--- config.mk ---
export PLATFORM = sky130hd
export DESIGN_NAME = workload_issuer
export DESIGN_NICKNAME = d
export VERILOG_FILES = /design/src/rtl/workload_pkg.sv /design/src/rtl/workload_skid_buf.sv /design/src/rtl/workload_issuer.sv
export SDC_FILE = /design/constraint.sdc
export NUM_CORES = 1
export LEC_CHECK = 0
export ABC_AREA = 0
export BUFFER_PORTS_ARGS = -buffer_cell sky130_fd_sc_hd__buf_4
export CAP_MARGIN = 10
export CORE_MARGIN = 3
export CORE_UTILIZATION = 34
export CTS_CLUSTER_SIZE = 16
export DETAILED_ROUTE_END_ITERATION = 10
export GPL_ROUTABILITY_DRIVEN = 1
export PLACE_DENSITY_LB_ADDON = 0.3
export REMOVE_ABC_BUFFERS = 1
export SLEW_MARGIN = 5
export SYNTH_ARGS = -nofsm -noshare
export SYNTH_HDL_FRONTEND = slang
export SYNTH_HIERARCHICAL = 1
export SYNTH_SLANG_ARGS = --single-unit
--- constraint.sdc ---
create_clock -name clk -period 4.65 [get_ports clk]
set_clock_uncertainty 0.15 [all_clocks]
set_input_delay 0.2325 -clock clk [delete_from_list [all_inputs] [get_ports clk]]
set_output_delay 0.2325 -clock clk [all_outputs]
set_load 0.05 [all_outputs]
--- src/rtl/workload_pkg.sv ---
// Shared types and constants for the workload issuer and its issue buffer.
package workload_pkg;

  // Instruction width carried by a buffer entry; the workload FIFO width must match.
  localparam int INSN_W = 32;

  // Pad instruction appended after the workload: addi x0,x0,0.
  localparam logic [INSN_W-1:0] NOP_INSN = 32'h00000013;

  typedef enum logic [1:0] {
    IDLE = 2'd0,
    RUN  = 2'd1,
    PAD  = 2'd2,
    DONE = 2'd3
  } state_t;

  typedef struct packed {
    logic              last;
    logic [INSN_W-1:0] data;
  } insn_entry_t;

endpackage

--- src/rtl/workload_skid_buf.sv ---
// Two-entry in-order queue between the workload FIFO and the core instruction port.
// Slot 0 is always the head; a pop shifts slot 1 down, and a push lands in the
// first free slot after any pop of the same cycle.
module workload_skid_buf
  import workload_pkg::*;
(
  input  logic        clk,
  input  logic        rst,
  input  logic        push,
  input  insn_entry_t push_entry,
  input  logic        pop,
  output insn_entry_t head_entry,
  output logic [1:0]  occupancy
);

  insn_entry_t slot_reg  [2];
  insn_entry_t slot_next [2];
  logic [1:0]  occ_reg;
  logic [1:0]  occ_next;

  // Next-state of the queue: apply the pop first, then append the push behind it.
  always_comb begin
    slot_next[0] = slot_reg[0];
    slot_next[1] = slot_reg[1];
    occ_next     = occ_reg;
    if (pop && (occ_reg != 2'd0)) begin
      slot_next[0] = slot_reg[1];
      slot_next[1] = '0;
      occ_next     = occ_reg - 2'd1;
    end
    if (push && (occ_next < 2'd2)) begin
      slot_next[occ_next[0]] = push_entry;
      occ_next               = occ_next + 2'd1;
    end
  end

  // Queue storage and occupancy; reset clears the data so the outputs read zero.
  always_ff @(posedge clk or posedge rst) begin
    if (rst) begin
      slot_reg[0] <= '0;
      slot_reg[1] <= '0;
      occ_reg     <= 2'd0;
    end else begin
      slot_reg[0] <= slot_next[0];
      slot_reg[1] <= slot_next[1];
      occ_reg     <= occ_next;
    end
  end

  assign head_entry = slot_reg[0];
  assign occupancy  = occ_reg;

endmodule

--- src/rtl/workload_issuer.sv ---
// Drains the preloaded workload FIFO into the core instruction port, then appends
// PAD_COUNT NOPs to flush the pipeline and reports completion.
module workload_issuer
  import workload_pkg::*;
#(
  parameter int                    INSN_WIDTH = 32,
  parameter int                    PAD_COUNT  = 4,
  parameter int                    CNT_WIDTH  = 16,
  parameter logic [INSN_WIDTH-1:0] NOP_INSN   = workload_pkg::NOP_INSN
) (
  input  logic                  clk,
  input  logic                  rst,
  input  logic                  start,
  output logic                  fifo_rd,
  input  logic [INSN_WIDTH-1:0] fifo_rdata,
  input  logic                  fifo_empty,
  output logic                  insn_valid,
  input  logic                  insn_ready,
  output logic [INSN_WIDTH-1:0] insn_data,
  output logic                  insn_last,
  output logic [CNT_WIDTH-1:0]  issued_cnt,
  output logic                  busy,
  output logic                  done
);

  localparam logic [7:0] PAD_LIMIT = 8'(PAD_COUNT);
  localparam logic [7:0] PAD_LAST  = 8'(PAD_COUNT - 1);

  state_t               state_reg;
  logic [7:0]           pad_cnt_reg;
  logic [CNT_WIDTH-1:0] issued_cnt_reg;

  logic        push_ok;
  logic        pad_slot;
  logic        pad_push;
  logic        push;
  logic        pop;
  logic [1:0]  occupancy;
  insn_entry_t push_entry;
  insn_entry_t head_entry;

  // Issue decisions depend only on registered state and the FIFO flag, never on insn_ready.
  assign push_ok = (occupancy < 2'd2);
  assign fifo_rd = (state_reg == RUN) && !fifo_empty && push_ok;

  // The RUN cycle that sees the FIFO empty already acts as the first pad slot, so
  // the NOPs follow the workload with no bubble.
  assign pad_slot = (state_reg == PAD) || ((state_reg == RUN) && fifo_empty);
  assign pad_push = pad_slot && push_ok && (pad_cnt_reg < PAD_LIMIT);
  assign push     = fifo_rd || pad_push;
  assign pop      = insn_valid && insn_ready;

  // Push source: a FIFO entry while reading, otherwise a pad NOP tagged if final.
  always_comb begin
    push_entry = '0;
    if (fifo_rd) begin
      push_entry.last = 1'b0;
      push_entry.data = fifo_rdata;
    end else begin
      push_entry.last = (pad_cnt_reg == PAD_LAST);
      push_entry.data = NOP_INSN;
    end
  end

  workload_skid_buf u_buf (
    .clk        (clk),
    .rst        (rst),
    .push       (push),
    .push_entry (push_entry),
    .pop        (pop),
    .head_entry (head_entry),
    .occupancy  (occupancy)
  );

  // Issue sequencing: IDLE -> RUN -> PAD -> DONE, plus the pad counter.
  always_ff @(posedge clk or posedge rst) begin
    if (rst) begin
      state_reg   <= IDLE;
      pad_cnt_reg <= 8'd0;
    end else begin
      case (state_reg)
        IDLE: if (start) state_reg <= RUN;
        RUN:  if (fifo_empty) state_reg <= PAD;
        PAD:  if (pop && head_entry.last) state_reg <= DONE;
        DONE: state_reg <= DONE;
        default: state_reg <= IDLE;
      endcase
      if (pad_push) pad_cnt_reg <= pad_cnt_reg + 8'd1;
    end
  end

  // Count accepted handshakes, holding at all-ones.
  always_ff @(posedge clk or posedge rst) begin
    if (rst) begin
      issued_cnt_reg <= '0;
    end else if (pop && (issued_cnt_reg != {CNT_WIDTH{1'b1}})) begin
      issued_cnt_reg <= issued_cnt_reg + 1'b1;
    end
  end

  assign insn_valid = (occupancy != 2'd0);
  assign insn_data  = head_entry.data;
  assign insn_last  = head_entry.last;
  assign issued_cnt = issued_cnt_reg;
  assign busy       = (state_reg == RUN) || (state_reg == PAD);
  assign done       = (state_reg == DONE);

endmodule
==> results.md, run 1 <==
- NumNets Final: 512
- Chip Width: 127 um
- Synth-to-Final Area Change: 17.4%
- Clk_lat worst skew: 0.34 ns
- Ant diodes: 0
- Number of library cell types mapped by synthesis: 48
- Relative slew margins: 30.8%
- Final Setup Violations: 0
- First-pass GRT wire length: 17600 um
- Power per cell area: roughly 280 nW/um^2
- CTS tree: built
- Core Rows: 43
- Clk root buf: clkbuf_16
- Gr ovfl total: 0
- Starting DRT DRC Count: 147
- Gpl congestion: 0.751
- Cts repair resizes: 0
- Post-synthesis cell count: 421
- Layout cells sized above 1: 41.0%
- Wire per inst: about 16 um
- Die area: around 16000 um^2
- Min setup slack post-route: about 1.1 ns
- Synthesized area per cell: 11.8 um^2
- PortBufs: a little under 90
- H-tree levels: 3
- Hold Vio Cnt, Final: 0
- DRT Pass-1 Iters: 4
- DP Wirelength: 6980 um
- Post-route DRC: 0
- Antenna violations before repair: 0
- Slew Limit Fails: 0
- Total CTS buffers: 9
- HP Class: in -> reg
- # hold bufs at CTS: 1
- Flops & latches, synth: 94
- Fin cells: 651
- Pin count of the biggest net entering global routing: 38
- Worst R2R Setup Slack: 1.13 ns
- I/O pins: 90
- Crit path kind: reg -> reg
- CTS Sinks: 94
- Post-placement cell count: 635
- Hold Path Sink: u_buf/head_entry[4]$_DFF_PP0_
- CTS max path bufs: 2
- Setup WS pre-CTS: 1.13 ns
- Hold_sp: fifo_rdata[4]
- Final Critical Period: 3.52 ns
- Most common cell after layout, fill and taps aside: dfrtp_1
- Vias post-DR: 3186
- DRT antenna net count: 0
- CP required: between 4 and 5 ns
- Critical R2R Launch: state_reg[1]$_DFFE_PP0P_
- Critical Path AT: between 3 and 4 ns
- Final core occ: 41.4%
- RSZ-0062 raised after global routing: no
- Ys Warns: 6
- Period utilization: 75.7%
- Post-synth EDFFs: 0
- Worst vdd rail ir drop: 0.155 mV
- Die height: 127 um
- Core Area: 14000 um^2
- Max Cap Viol: 0
- Hold depth: 3
- Tot GR Track Use: 13.6%
- Syn Std Cell Area: 4950 um^2
- Clk slew on worst S/H paths: 0.06 ns
- Reg-to-Reg End: u_buf/head_entry[32]$_DFF_PP0_
- Worst-path maximum fanout: 37
- Final wirelength: ~11000 um
- Fmax: 0.284 GHz
- P_leak: 0.00295 uW
- Worst-margin pin slew: 1.04 ns
- Critical Path Start Type: flip-flop
- Async SR Flop Fraction: 100%
- R2r worst-path depth: 10
- Via density: 4.89
- Vias in the first global route: 3376
- Status: finished, final reports clean
- Sequential area share after synthesis: 47.5%
- Worst hold slack: 0.107 ns
- Post-CTS Setup Inserts: 0
- Worst setup EP type: flip-flop
- Most frequent cells in the layout: dfrtp_1 (94), buf_4 (93), mux2_2 (58), nand2_1 (40), o2bb2ai_1 (33)
- Top FF cell, synth: dfrtp_1
- Initial Utilization: 35.2%
## synth_stat cells (3+ instances only)
library cell | n | area share, %
a21oi_1 | 3 | 0.30
and2_1 | 30 | 3.8
buf_2 | 9 | 0.91
buf_4 | 35 | 5.3
buf_8 | 3 | 0.91
clkbuf_1 | 11 | 0.83
dfrtp_1 | 94 | 48
ha_1 | 8 | 2.0
inv_1 | 10 | 0.76
mux2_2 | 58 | 13
mux2_4 | 10 | 3.0
mux2i_1 | 3 | 0.61
nand2_1 | 40 | 3.0
nand2b_1 | 4 | 0.51
nand3_1 | 5 | 0.51
nand4_1 | 3 | 0.38
nor2_1 | 6 | 0.46
nor3_1 | 7 | 0.71
nor4_1 | 3 | 0.38
o2bb2ai_1 | 33 | 5.8
xor2_1 | 12 | 2.1
## logic make-up (layout without fill, tap and decap cells)
| kind of cell | count (synthesis) | in the layout | synth area share (%) |
|---|---|---|---|
| simple gates | 117 | 117 | 13.6 |
| flops | 94 | 94 | 47.5 |
| mux | 71 | 71 | 16.8 |
| buf+inv | 70 | 120 | 9.18 |
| compound gates | 47 | 47 | 8.30 |
| xor+xnor | 14 | 14 | 2.48 |
| fa+ha+maj | 8 | 8 | 2.02 |
## power breakdown
part           internal, uW  switching, uW  leakage, uW  total, uW
Sequential              818              0      0.00130        818
Combinational          20.6           21.1      0.00150       41.8
Clock                   443            301     0.000149        744
Total                  1280            322      0.00295       1600
## worst max path at each step
stage / to / depth (start not counted) / slack, ns / startpoint
after global routing: u_buf/head_entry[14]$_DFF_PP0_ / 10 / 0.93 / state_reg[1]$_DFFE_PP0P_
after CTS: u_buf/head_entry[32]$_DFF_PP0_ / 10 / 1.11 / state_reg[1]$_DFFE_PP0P_
final: u_buf/head_entry[32]$_DFF_PP0_ / 10 / 1.13 / state_reg[1]$_DFFE_PP0P_
after detailed placement: u_buf/head_entry[32]$_DFF_PP0_ / 10 / 1.13 / state_reg[1]$_DFFE_PP0P_
after global placement: u_buf/head_entry[7]$_DFF_PP0_ / 10 / 1.22 / state_reg[1]$_DFFE_PP0P_
after floorplan: u_buf/head_entry[13]$_DFF_PP0_ / 7 / -0.46 / state_reg[1]$_DFFE_PP0P_
## area by class of cell
type | instances | area, um^2
Tap cell | 180 | 225
Fill cell | 1330 | 8230
Multi-Input combinational cell | 257 | 2160
Clock buffer | 12 | 256
Sequential cell | 94 | 2350
Timing Repair Buffer | 95 | 728
Clock inverter | 3 | 43.8
Inverter | 10 | 37.5
## metrics by stage
step,total power (uW),cell area (um^2),setup TNS (ns)
6_report,1600,5810,0
2_1_floorplan,846,4530,-18.68
3_3_place_gp,876,5500,0
5_1_grt,1660,5810,0
3_5_place_dp,876,5500,0
4_1_cts,1630,5810,0
## worst max-delay path, stage by stage, from the launching register on
cell and delay [ns]:
dfrtp_1 0.39, inv_1 0.10, ha_1 0.24, nor3b_2 0.17, buf_4 0.25, or2_2 0.34, buf_4 0.27, and2_1 0.24
a32oi_4 0.63, buf_12 0.27, mux2_2 0.35
## layer usage
metal  GRT usage, %  routed length (um)
met4           4.35                 159
met1           18.8                5140
met2           20.6                4670
met3           4.08                 572
met5              0                   0
No activity file was read; power rests on OpenSTA's default activity.
==> inputs of run 2 (changes only) <==
- ABC_AREA: 0 -> 1
- clock period: 4.65 -> 3.4 ns (I/O delays scaled with it)
==> run 2 against run 1 <==
  * Maximum frequency increased by 22%
  * Synthesized cell count grew 98%
  * Register-to-register slack got worse by 0.61 ns
  * Critical path type unchanged
==> results.md, run 2 <==
- Internal power: 2320 uW (was 1280 uW)
- Worst R2R Setup Slack: 0.52 ns (was 1.13 ns)
- Most common cell after layout, fill and taps aside: nand2_1 (was dfrtp_1)
- Crit path kind: reg -> reg (unchanged)
- Starting DRT DRC Count: 299 (was 147)
- Final wirelength: 15400 um (was 10500 um)
- CTS tree: built (unchanged)
- Async SR Flop Fraction: 100% (unchanged)
- Period utilization: 84.7% (was 75.7%)
- Post-synthesis cell count: 835 (was 421)
- Core Rows: 47 (was 43)
- Critical Path Start Type: flip-flop (unchanged)
- HP Class: in -> reg (unchanged)
- Yosys top cell by area: dfrtp_1 (unchanged)
- Most frequent cell after synthesis: nand2_1 (was dfrtp_1)
- Pin count of the biggest net entering global routing: 51 (was 38)
- Clk slew on worst S/H paths: 0.07 ns (was 0.06 ns)
- Synth-to-Final Area Change: 14.3% (was 17.4%)
- R2r worst-path depth: 10 (unchanged)
- Fin cells: 1084 (was 651)
- PortBufs: 89 (unchanged)
- DRT Pass-1 Iters: 5 (was 4)
- Worst-path maximum fanout: 36 (was 37)
- Post-placement cell count: 1067 (was 635)
- CTS Sinks: 94 (unchanged)
- Core Area: 16700 um^2 (was 14000 um^2)
- Worst-margin pin slew: 1.04 ns (about the same)
- CP max stage cell: nand2_4 (was a32oi_4)
- Final Setup Violations: 0 (unchanged)
- Final Critical Period: 2.88 ns (was 3.52 ns)
- Clock Power Share: 24.6% (was 46.4%)
- P_leak: 0.00381 uW (was 0.00295 uW)
- Min setup slack post-route: 0.520 ns (was 1.13 ns)
- Clk_lat worst skew: 0.35 ns (was 0.34 ns)
- Gr ovfl total: 0 (unchanged)
- # hold bufs at CTS: 1 (unchanged)
- Hold Vio Cnt, Final: 0 (unchanged)
- Syn Std Cell Area: 5850 um^2 (was 4950 um^2)
- Reg-to-Reg End: u_buf/slot_reg[28]$_DFF_PP0_ (was u_buf/head_entry[32]$_DFF_PP0_)
- Vias post-DR: 5275 (was 3186)
- Max Cap Viol: 0 (unchanged)
- Critical-path cell list: inv_1 -> ha_1 -> inv_2 -> nand2_4 -> nand2_1 -> nand2_2 -> nand2_4 -> inv_2 -> nand2_1 -> nand2_1 (was inv_1 -> ha_1 -> nor3b_2 -> buf_4 -> or2_2 -> buf_4 -> and2_1 -> a32oi_4 -> buf_12 -> mux2_2)
- Die height: 137 um (was 127 um)
- Setup TNS: 0 ns (unchanged)
- Hold Path Sink: u_buf/head_entry[31]$_DFF_PP0_ (was u_buf/head_entry[4]$_DFF_PP0_)
- Synthesized area per cell: 7.00 um^2 (was 11.8 um^2)
- Via density: 4.87 (was 4.89)
- Most common library cells after synthesis: nand2_1 (306), nand3_1 (144), dfrtp_1 (94), inv_1 (62), nor2_1 (47) (was dfrtp_1 (94), mux2_2 (58), nand2_1 (40), buf_4 (35), o2bb2ai_1 (33))
- CTS max path bufs: 2 (unchanged)
- Vias in the first global route: 5039 (was 3376)
- Wire per inst: 14.2 um (was 16.2 um)
- Worst path most repeated cell: nand2_1 (was buf_4)
- Switching power: 2030 uW (was 322 uW)
- Flop pwr share: 31.8% (was 51.0%)
- Combinational share of power: 43.6% (was 2.6%)
- Relative slew margins: 30.7% (was 30.8%)
- Initial Utilization: 35.0% (was 35.2%)
- DRT antenna net count: 0 (unchanged)
- CP required: 3.49 ns (was 4.72 ns)
- First-pass GRT wire length: 25500 um (was 17600 um)
- Power per cell area: 651 nW/um^2 (was 276 nW/um^2)
- Worst setup EP type: flip-flop (unchanged)
- Worst hold slack: 0.0365 ns (was 0.107 ns)
- Ys Warns: 6 (unchanged)
- Pwr Total: 4360 uW (was 1600 uW)
- Top post-synthesis cells by area: dfrtp_1 (40%), nand2_1 (20%), nand3_1 (12%) (was dfrtp_1 (48%), mux2_2 (13%), o2bb2ai_1 (5.8%))
- Fmax: 0.347 GHz (was 0.284 GHz)
- DP Wirelength: 9850 um (was 6980 um)
- H-tree levels: 3 (unchanged)
- Yosys top cell area share: 40.2% (was 47.5%)
- Flops & latches, synth: 94 (unchanged)
- Hold depth: 5 (was 3)
- Post-CTS Setup Inserts: 0 (unchanged)
- Post-synth EDFFs: 0 (unchanged)
- Total CTS buffers: 9 (unchanged)
- Hold_sp: fifo_rdata[31] (was fifo_rdata[4])
- Layout cells sized above 1: 16.9% (was 41.0%)
- Net Sw Frac: 46.7% (was 20.1%)
- Most frequent cells in the layout: nand2_1 (305), nand3_1 (144), buf_4 (100), dfrtp_1 (94), inv_1 (61) (was dfrtp_1 (94), buf_4 (93), mux2_2 (58), nand2_1 (40), o2bb2ai_1 (33))
- Status: finished, final reports clean (unchanged)
- Tot GR Track Use: 16.9% (was 13.6%)
- NumNets Final: 904 (was 512)
- Cts repair resizes: 0 (unchanged)
- Gpl congestion: 0.829 (was 0.751)
- Top FF cell, synth: dfrtp_1 (unchanged)
- Clk root buf: clkbuf_16 (unchanged)
- Slew Limit Fails: 0 (unchanged)
- RSZ-0062 raised after global routing: no (unchanged)
- Chip Width: 137 um (was 127 um)
- Ant diodes: 0 (unchanged)
- Maximum cell stage delay along the critical path: 0.45 ns (was 0.63 ns)
- Critical Path AT: 2.97 ns (was 3.59 ns)
- Die area: 18800 um^2 (was 16000 um^2)
- Setup WS pre-CTS: 0.529 ns (was 1.13 ns)
- Sequential area share after synthesis: 40.2% (was 47.5%)
- Worst vdd rail ir drop: 0.323 mV (was 0.155 mV)
- Post-route DRC: 0 (unchanged)
- Number of library cell types mapped by synthesis: 28 (was 48)
- I/O pins: 90 (unchanged)
- Antenna violations before repair: 0 (unchanged)
[run 2: cell types whose count changed in the layout (fill, tap and decap cells not counted), sizes merged, moves of 7 or more]
| cell | previous run | this run |
|---|---|---|
| and2 | 30 | 0 |
| inv | 10 | 65 |
| mux2 | 68 | 0 |
| nand2 | 40 | 314 |
| nand3 | 5 | 147 |
| nand4 | 6 | 37 |
| nor2 | 7 | 54 |
| nor3 | 7 | 0 |
| o21ai | 1 | 15 |
| o2bb2ai | 33 | 0 |
| xor2 | 12 | 2 |
[run 2: logic make-up (layout without fill, tap and decap cells)]
group | count (synthesis) | count (layout) | synth area share (%)
AOI/OAI and AO/OA | 18 | 18 | 1.86
xor gates and xnor gates | 6 | 6 | 0.899
adders and majority gates | 8 | 8 | 1.71
buffers and inverters | 153 | 182 | 13.2
DFF | 94 | 94 | 40.2
and+or+nand+nor | 556 | 556 | 42.0
[run 2: critical path: cells and delay by family, from the launching register on]
family,cells,cell delay [ns]
buffers and inverters,3,0.73
DFF,1,0.40
adders and majority gates,1,0.19
and+or+nand+nor,6,1.27
[run 2: how the worst max path moves through the flow]
stage	slack, ns	from	end
after floorplan	-1.14	u_buf/occupancy[0]$_DFF_PP0_	u_buf/slot_reg[0]$_DFF_PP0_
after global placement	0.59	u_buf/occupancy[0]$_DFF_PP0_	u_buf/slot_reg[7]$_DFF_PP0_
final	0.52	flip-flop	u_buf/slot_reg[28]$_DFF_PP0_
after global routing	0.25	flip-flop	u_buf/slot_reg[0]$_DFF_PP0_
after CTS	0.53	flip-flop	u_buf/slot_reg[31]$_DFF_PP0_
after detailed placement	0.53	flip-flop	u_buf/slot_reg[31]$_DFF_PP0_
[run 2: power groups by stage]
| stage | Combinational, uW | Sequential [uW] | Clock, uW |
|---|---|---|---|
| after floorplan | 1050 | 1580 | 0 |
| after global placement | 1890 | 1400 | 0 |
| after detailed placement | 1900 | 1400 | 0 |
| after CTS | 1900 | 1380 | 1100 |
| after global routing | 2070 | 1410 | 1150 |
| final | 1900 | 1380 | 1070 |
[run 2: metal layers]
| metal | vias to the layer above | track usage [%] | share of wire (%) |
|---|---|---|---|
| met5 | - | 0 | 0 |
| met4 | 0 | 3.22 | 1.1 |
| met3 | 13 | 4.60 | 5.9 |
| met2 | 149 | 26.8 | 47 |
| met1 | 2446 | 23.5 | 46 |
| li1 | 2667 | - | - |
[run 2: stage by stage]
step / util, % / instance area [um^2]
floorplan: - / 5320
global placement: 38.1 / 6360
detailed placement: 38.1 / 6360
CTS: 40.0 / 6690
global route: 40.0 / 6690
finish: 40.0 / 6690
[run 2: final cells by class]
class / instances / area, um^2
clock buffer: 14 / 274
inverter: 65 / 244
tap: 220 / 275
fill: 1817 / 10000
clock inverter: 2 / 38.8
multi-input combinational: 588 / 2740
timing repair buffer: 101 / 761
sequential: 94 / 2350
